--- src/rtl/trng_ring_ctrl.sv ---
// trng_ring_ctrl: sequencer for the inverter-ring TRNG.
// Gates the ring, discards a warm-up window, packs sampled ring bits into
// words (first sampled bit lands in the MSB), runs a repetition-count health
// test and hands words to a consumer over valid/ready. Every output comes
// straight from a register, so there is no combinational path from raw_bit.
module trng_ring_ctrl #(
    parameter int WARMUP_CYCLES = 64,
    parameter int BYTE_BITS     = 8,
    parameter int REP_LIMIT     = 16,
    parameter int CNT_W         = 16
) (
    input  logic                 clk,
    input  logic                 rst,
    input  logic                 en,
    input  logic                 raw_bit,
    output logic                 ring_en,
    output logic [BYTE_BITS-1:0] rnd_data,
    output logic                 rnd_valid,
    input  logic                 rnd_ready,
    output logic                 health_fail,
    input  logic                 clear_fail,
    output logic [CNT_W-1:0]     bytes_out
);

    localparam int WARM_W = $clog2(WARMUP_CYCLES + 1);
    localparam int BIT_W  = $clog2(BYTE_BITS + 1);
    localparam int RUN_W  = $clog2(REP_LIMIT + 1);

    localparam logic [WARM_W-1:0] WARM_LAST = WARM_W'(WARMUP_CYCLES - 1);
    localparam logic [BIT_W-1:0]  BIT_LAST  = BIT_W'(BYTE_BITS - 1);
    localparam logic [RUN_W-1:0]  RUN_TRIP  = RUN_W'(REP_LIMIT);

    typedef enum logic [2:0] {
        ST_IDLE    = 3'd0,
        ST_WARMUP  = 3'd1,
        ST_COLLECT = 3'd2,
        ST_HOLD    = 3'd3,
        ST_FAIL    = 3'd4
    } state_t;

    state_t               state_r,    state_s;
    logic [WARM_W-1:0]    warm_cnt_r, warm_cnt_s;
    logic [BIT_W-1:0]     bit_cnt_r,  bit_cnt_s;
    logic [RUN_W-1:0]     run_cnt_r,  run_cnt_s;
    logic                 last_bit_r, last_bit_s;
    logic [BYTE_BITS-1:0] shreg_r,    shreg_s;
    logic [BYTE_BITS-1:0] data_r,     data_s;
    logic                 valid_r,    valid_s;
    logic                 fail_r,     fail_s;
    logic                 ring_r,     ring_s;
    logic [CNT_W-1:0]     bytes_r,    bytes_s;

    logic [RUN_W-1:0]     run_next_s;
    logic [BYTE_BITS-1:0] shifted_s;

    assign ring_en     = ring_r;
    assign rnd_data    = data_r;
    assign rnd_valid   = valid_r;
    assign health_fail = fail_r;
    assign bytes_out   = bytes_r;

    // Next-state and next-datapath values; every target gets a hold default first.
    always_comb begin
        state_s    = state_r;
        warm_cnt_s = warm_cnt_r;
        bit_cnt_s  = bit_cnt_r;
        run_cnt_s  = run_cnt_r;
        last_bit_s = last_bit_r;
        shreg_s    = shreg_r;
        data_s     = data_r;
        valid_s    = valid_r;
        fail_s     = fail_r;
        bytes_s    = bytes_r;
        shifted_s  = {shreg_r[BYTE_BITS-2:0], raw_bit};

        // A run restarts on the first sample after warm-up or on a bit change.
        if ((run_cnt_r == {RUN_W{1'b0}}) || (raw_bit != last_bit_r)) begin
            run_next_s = RUN_W'(1);
        end else begin
            run_next_s = run_cnt_r + RUN_W'(1);
        end

        case (state_r)
            ST_IDLE: begin
                if (en) begin
                    state_s    = ST_WARMUP;
                    warm_cnt_s = {WARM_W{1'b0}};
                end else begin
                    state_s = ST_IDLE;
                end
            end
            ST_WARMUP: begin
                if (!en) begin
                    state_s = ST_IDLE;
                end else if (warm_cnt_r == WARM_LAST) begin
                    state_s   = ST_COLLECT;
                    bit_cnt_s = {BIT_W{1'b0}};
                    run_cnt_s = {RUN_W{1'b0}};
                end else begin
                    warm_cnt_s = warm_cnt_r + WARM_W'(1);
                end
            end
            ST_COLLECT: begin
                if (!en) begin
                    state_s = ST_IDLE;
                    valid_s = 1'b0;
                end else if (run_next_s == RUN_TRIP) begin
                    // Health failure beats a word completing on the same edge.
                    state_s = ST_FAIL;
                    fail_s  = 1'b1;
                    valid_s = 1'b0;
                end else begin
                    shreg_s    = shifted_s;
                    run_cnt_s  = run_next_s;
                    last_bit_s = raw_bit;
                    if (bit_cnt_r == BIT_LAST) begin
                        state_s   = ST_HOLD;
                        data_s    = shifted_s;
                        valid_s   = 1'b1;
                        bit_cnt_s = {BIT_W{1'b0}};
                    end else begin
                        bit_cnt_s = bit_cnt_r + BIT_W'(1);
                    end
                end
            end
            ST_HOLD: begin
                // A transfer on the same edge as en dropping still counts.
                if (valid_r && rnd_ready) begin
                    bytes_s   = bytes_r + CNT_W'(1);
                    valid_s   = 1'b0;
                    state_s   = ST_COLLECT;
                    bit_cnt_s = {BIT_W{1'b0}};
                end else begin
                    state_s = ST_HOLD;
                end
                if (!en) begin
                    state_s = ST_IDLE;
                    valid_s = 1'b0;
                end else begin
                    valid_s = valid_s;
                end
            end
            ST_FAIL: begin
                if (clear_fail) begin
                    state_s = ST_IDLE;
                    fail_s  = 1'b0;
                end else begin
                    state_s = ST_FAIL;
                end
            end
            default: begin
                state_s = ST_IDLE;
                valid_s = 1'b0;
            end
        endcase

        ring_s = (state_s == ST_WARMUP) || (state_s == ST_COLLECT) || (state_s == ST_HOLD);
    end

    // State and datapath registers with synchronous reset that aborts any activity.
    always_ff @(posedge clk) begin
        if (rst) begin
            state_r    <= ST_IDLE;
            warm_cnt_r <= {WARM_W{1'b0}};
            bit_cnt_r  <= {BIT_W{1'b0}};
            run_cnt_r  <= {RUN_W{1'b0}};
            last_bit_r <= 1'b0;
            shreg_r    <= {BYTE_BITS{1'b0}};
            data_r     <= {BYTE_BITS{1'b0}};
            valid_r    <= 1'b0;
            fail_r     <= 1'b0;
            ring_r     <= 1'b0;
            bytes_r    <= {CNT_W{1'b0}};
        end else begin
            state_r    <= state_s;
            warm_cnt_r <= warm_cnt_s;
            bit_cnt_r  <= bit_cnt_s;
            run_cnt_r  <= run_cnt_s;
            last_bit_r <= last_bit_s;
            shreg_r    <= shreg_s;
            data_r     <= data_s;
            valid_r    <= valid_s;
            fail_r     <= fail_s;
            ring_r     <= ring_s;
            bytes_r    <= bytes_s;
        end
    end

endmodule

--- config.mk ---
export PLATFORM = sky130hd
export DESIGN_NAME = trng_ring_ctrl
export DESIGN_NICKNAME = d
export VERILOG_FILES = /design/src/rtl/trng_ring_ctrl.sv
export SDC_FILE = /design/constraint.sdc
export NUM_CORES = 1
export LEC_CHECK = 0
export CAP_MARGIN = 20
export CORE_ASPECT_RATIO = 1.2
export CORE_MARGIN = 1
export CORE_UTILIZATION = 46
export DETAILED_ROUTE_END_ITERATION = 7
export PLACE_DENSITY = 0.69
export SYNTH_ARGS = -nofsm -noshare
export SYNTH_HDL_FRONTEND = slang
export SYNTH_SLANG_ARGS = --single-unit
--- constraint.sdc ---
create_clock -name clk -period 4 [get_ports clk]
set_input_delay 0.6 -clock clk [delete_from_list [all_inputs] [get_ports clk]]
set_output_delay 0.6 -clock clk [all_outputs]
set_load 0.005 [all_outputs]
==> out/qor.yml, run 1 <==
outcome:
  status: "finished, final reports clean"
timing:
  skew_ns: 0.00459
  max_freq_ghz: 0.372
  report.final.slew_viol_count: 0
  tightest_slew_ns: 1.03
  setup_total_negative_slack_ns: 0
  setup_ws_ns: 1.31
  min_period_ns: 2.69
  finalCritPeriodShare_pct: 67.2
  slew_headroom_pct: 31.1
  rsz0062_at_grt: "no"
  finalSetupViolCount: 0
  hold_viol_final: 0
drt:
  drt_iter0_markers: 119
  drt-total-wl_mm: 4.80
  drc: 0
  via_per_inst: 5.56
  via_count: 2057
  wl_per_cell_um: 13.0
  ant_nets: 0
  dr.pass1.iters: 4
clock_network:
  clk_pin_slew_ns: 0.09
  holdBufCountCts: 0
  numCtsBuffers: 5
  clkLatencyLatePin_ns: 0.31
  clockBufferDepth: 2
  cts-root-buf: "clkbuf_8"
  postCtsSetupRepairBufs: 0
  cts_resized: 0
  cts_num_sinks: 53
  cts_tree: "built"
  ctsHtreeMaxLevel: 2
global_routing:
  grt_pass1_wl_mm: 7.87
  grt_max_degree: 53
  grt_util_all_layers_pct: 18.6
  first_global_vias: 1761
  antenna_found_initial: 0
  grt_overflow_total: 0
logic_synthesis:
  synth.cell_area_um2: 2450
  syn_avg_cell_area_um2: 8.76
  synth_area_leaders: "dfxtp_1, nor2_1, mux2i_1"
  yosysWarnings: 0
  syn_nets: 291
  netlist-cell-type-count: 46
  synth_edf_count: 0
  ys_seq_area_share_pct: 43.3
  ys_async_sr_fraction_pct: 0
  synth_ff_type: "dfxtp_1"
  ys_ff_latch: 53
  yosys.area.top_type: "dfxtp_1"
  synth_top_area_share_pct: 43.3
  syn_inst: 280
floorplan:
  core_region_area_um2: 5040
  rows: 28
  die_area_um2: 5630
  initial_core_util_pct: 48.6
  num_io_pins: 33
  die_h_um: 82.0
  die_w_um: 68.7
critical_path:
  critPathLaunchType: "register"
  cpMaxStageDelayCell: "a21oi_1"
  required_ns: 4.21
  crit_buf_inv: 1
  endpoint_kind: "register"
  crit_family: "compound AO/OA/AOI/OAI gates"
  cp_data_arrival_time_ns: 2.90
  path_class: "register to register"
  critPathMaxFanout: 12
  critical-path-max-stage-delay_ns: 0.83
  path_cells: "inv_1, ha_1, and4b_1, a22o_1, a21oi_1, o21ai_0, a221oi_1"
place:
  dp.final_hpwl_mm: 3.36
  dp_slack_ns: 1.00
  gp_congestion: 0.852
  place_inst: 362
  place.port_buffers: 32
cells_and_area:
  fin_nets: 320
  finalNonFillerCells: 370
  post-route-util_pct: 57.4
  antenna_cells: 0
  layout-drive-gt1-share_pct: 5.16
  multiInputGateArea_um2: 1320
  fillers: 495
  syn_to_final_growth_pct: 18.0
  regArea_um2: 1060
job:
  maxCapViolations: 0
power:
  p_per_area_nw_per_um2: 295
  p_leak_uw: 0.00101
  ir_drop_uv: 173
hold_path:
  hold_class: "register to register"
[per-stage QoR]
| step | instance area (um^2) | total power, uW | hold slack [ns] |
|---|---|---|---|
| after floorplan | 2450 | 560 | 0.460 |
| after global placement | 2810 | 570 | 0.472 |
| after detailed placement | 2810 | 570 | 0.470 |
| after CTS | 2890 | 867 | 0.489 |
| after global routing | 2890 | 890 | 0.521 |
| final | 2890 | 854 | 0.497 |
[cell usage after synthesis (all sizes together), types with 5 or more instances]
cell type	instances
nor3	6
xnor2	6
ha	5
nand2	22
nor2b	5
o21ai	11
nor2	45
xor2	17
buf	6
clkbuf	6
nand4	9
nand3	14
inv	6
mux2i	15
dfxtp	53
a21oi	12
[flip-flops by register name, summed over array words and instances, names as in the netlist]
name,cells
bytes_out,16
ring_en,1
run_cnt_r,5
state_r,3
bit_cnt_r,4
warm_cnt_r,7
rnd_valid,1
health_fail,1
shreg_r,7
rnd_data,8
[placed cells by master (no fill, tap or decap), types with 5 or more instances in the layout]
cell,instances
nand2_1,22
nor3_1,5
nand4_1,9
xnor2_1,6
dfxtp_1,53
clkbuf_8,5
xor2_1,17
mux2i_1,15
o21ai_0,10
clkdlybuf4s50_1,31
a21oi_1,12
nand3_1,14
inv_1,6
nor2b_1,5
ha_1,5
nor2_1,45
[cells by family (layout without fill, tap and decap cells)]
| group | count (synthesis) | count (layout) | synth area share, % |
|---|---|---|---|
| and+or+nand+nor | 127 | 127 | 26.0 |
| AOI/OAI and AO/OA | 39 | 39 | 10.9 |
| muxes | 15 | 15 | 6.12 |
| adders and majority gates | 5 | 5 | 2.55 |
| DFF | 53 | 53 | 43.3 |
| buffers and inverters | 18 | 48 | 2.96 |
| xor gates and xnor gates | 23 | 23 | 8.21 |
[metal layers]
layer	track usage [%]	wire, um	vias to the layer above
li1	-	-	1043
met4	5.63	68	0
met1	23.1	2260	975
met3	5.42	225	7
met2	30.7	2250	32
met5	0	0	-
[power by group]
group	total (uW)	internal, uW	switching, uW
Combinational	25.6	10.3	15.4
Clock	297	125	172
Sequential	532	529	2.20
[worst register-to-register path, stage by stage, from the launching register on]
cell and delay [ns]:
dfxtp_1 0.44, inv_1 0.07, ha_1 0.31, and4b_1 0.21
a22o_1 0.22, a21oi_1 0.83, o21ai_0 0.21, a221oi_1 0.30
[final timing paths]
| path | start | end | slack, ns | depth (start not counted) |
|---|---|---|---|---|
| setup / recovery | run_cnt_r[0] | state_r[0] | 1.31 | 7 |
| hold / removal | rnd_data[7] | rnd_data[7] | 0.50 | 2 |
| setup reg to reg | run_cnt_r[0] | state_r[0] | 1.31 | 7 |
| hold reg to reg | rnd_data[7] | rnd_data[7] | 0.50 | 2 |
[final cells by class]
cell class              instances  share of cell area (%)
flip-flops and latches         53                    36.7
clock buffers                   6                    2.51
repair buffers                 34                    11.4
inverters                       6                   0.778
well taps                      60                    2.59
clock inverters                 2                   0.476
multi-input cells             209                    45.6
Note: power is estimated with default switching activity, not from simulation.
==> run 2: changes to the inputs <==
--- a/config.mk
+++ b/config.mk
@@ -10,7 +10,7 @@
 export CORE_MARGIN = 1
 export CORE_UTILIZATION = 46
 export DETAILED_ROUTE_END_ITERATION = 7
-export PLACE_DENSITY = 0.69
+export PLACE_DENSITY = 0.71
 export SYNTH_ARGS = -nofsm -noshare
 export SYNTH_HDL_FRONTEND = slang
 export SYNTH_SLANG_ARGS = --single-unit
==> constraint.sdc (replaced) <==
create_clock -name clk -period 2.3 [get_ports clk]
set_input_delay 0.345 -clock clk [delete_from_list [all_inputs] [get_ports clk]]
set_output_delay 0.345 -clock clk [all_outputs]
set_load 0.005 [all_outputs]
==> out/qor.yml, run 2 (synthesized netlist as in run 1, its figures left out) <==
clock_network:
  ctsHtreeMaxLevel: 2
  cts_resized: 0
  cts_num_sinks: 53
  cts-root-buf: "clkbuf_8"
  numCtsBuffers: 5
  holdBufCountCts: 0
  clk_pin_slew_ns: 0.10
  postCtsSetupRepairBufs: 0
  clockBufferDepth: 2
  cts_tree: "built"
  clkLatencyLatePin_ns: 0.32
global_routing:
  grt_overflow_total: 0
  antenna_found_initial: 0
  grt_pass1_wl_mm: 8.05
  first_global_vias: 1802
  grt_max_degree: 53
  grt_util_all_layers_pct: 19.1
job:
  maxCapViolations: 0
floorplan:
  die_h_um: 82.0
  die_w_um: 68.7
  num_io_pins: 33
  initial_core_util_pct: 48.6
  core_region_area_um2: 5040
  die_area_um2: 5630
  rows: 28
hold_path:
  hold_class: "register to register"
drt:
  drt_iter0_markers: 69
  via_per_inst: 5.33
  ant_nets: 0
  drc: 0
  dr.pass1.iters: 4
  drt-total-wl_mm: 4.91
  wl_per_cell_um: 12.8
  via_count: 2051
critical_path:
  cpMaxStageDelayCell: "or4b_1"
  endpoint_kind: "register"
  required_ns: 2.55
  path_cells: "inv_1, ha_1, and4b_1, a22oi_1, o21ai_0, or4b_1, a31oi_1"
  path_class: "register to register"
  crit_family: "simple AND/OR/NAND/NOR gates"
  critPathMaxFanout: 7
  crit_buf_inv: 1
  cp_data_arrival_time_ns: 2.50
  critical-path-max-stage-delay_ns: 0.48
  critPathLaunchType: "register"
timing:
  finalCritPeriodShare_pct: 97.9
  max_freq_ghz: 0.444
  hold_viol_final: 0
  setup_ws_ns: 0.0472
  report.final.slew_viol_count: 0
  min_period_ns: 2.25
  tightest_slew_ns: 0.367
  skew_ns: 0.0123
  slew_headroom_pct: 75.2
  rsz0062_at_grt: "yes"
  finalSetupViolCount: 0
cells_and_area:
  layout-drive-gt1-share_pct: 9.54
  fin_nets: 335
  syn_to_final_growth_pct: 24.2
  antenna_cells: 0
  final_cell_mix: "dfxtp_1, nor2_1, clkdlybuf4s50_1"
  largest_register_ffs: 16
  layout_commonest_cell: "dfxtp_1"
  fillers: 481
  final_design_area_no_fill_um2: 3050
place:
  dpl_cell_area_um2: 2950
  place.port_buffers: 32
  dp_slack_ns: -0.0217
  gp_congestion: 0.782
  dp.final_hpwl_mm: 3.48
power:
  p_per_area_nw_per_um2: 501
  p_leak_uw: 0.00109
  ir_drop_uv: 453
outcome:
  status: "finished, final reports clean"
run 2: power by group:
group / internal, uW / switching [uW]
Combinational: 24.3 / 28.4
Sequential: 921 / 3.76
Clock: 222 / 327
Total: 1170 / 360
run 2: per-layer routing:
metal / global-route usage (%) / share of wire [%] / up-vias
met4: 8.13 / 1.6 / 0
met5: 0 / 0 / -
met1: 24.4 / 48 / 953
met2: 30.1 / 47 / 25
met3: 4.72 / 3.4 / 8
li1: - / - / 1065
run 2: area by class of cell:
class / instances / area [um^2] / area share (%)
Multi-Input combinational cell: 209 / 1320 / 43.3
Timing Repair Buffer: 49 / 473 / 15.5
Inverter: 6 / 22.5 / 0.740
Clock inverter: 3 / 26.3 / 0.863
Sequential cell: 53 / 1060 / 34.8
Clock buffer: 5 / 68.8 / 2.26
Tap cell: 60 / 75.1 / 2.47
run 2: final timing paths:
path                 from            to  slack (ns)  cells past startpoint
min           health_fail   health_fail        0.50                      2
max reg2reg  run_cnt_r[0]  bit_cnt_r[2]        0.05                      7
min reg2reg   health_fail   health_fail        0.50                      2
max          run_cnt_r[0]  bit_cnt_r[2]        0.05                      7
run 2: per-stage QoR:
| stage | power [uW] | util (%) | instances | setup TNS [ns] | hold slack [ns] |
|---|---|---|---|---|---|
| floorplan | 975 | - | 280 | 0 | 0.460 |
| global placement | 999 | 58.5 | 377 | 0 | 0.471 |
| detailed placement | 999 | 58.5 | 377 | -0.0217 | 0.470 |
| CTS | 1550 | 60.4 | 385 | 0 | 0.489 |
| global route | 1590 | 60.4 | 385 | -0.0388 | 0.501 |
| finish | 1530 | 60.4 | 385 | 0 | 0.497 |
run 2: worst min-delay path: stages, from the launching register on:
cell and delay (ns):
dfxtp_1 0.32, o21ai_0 0.07, a21oi_1 0.06
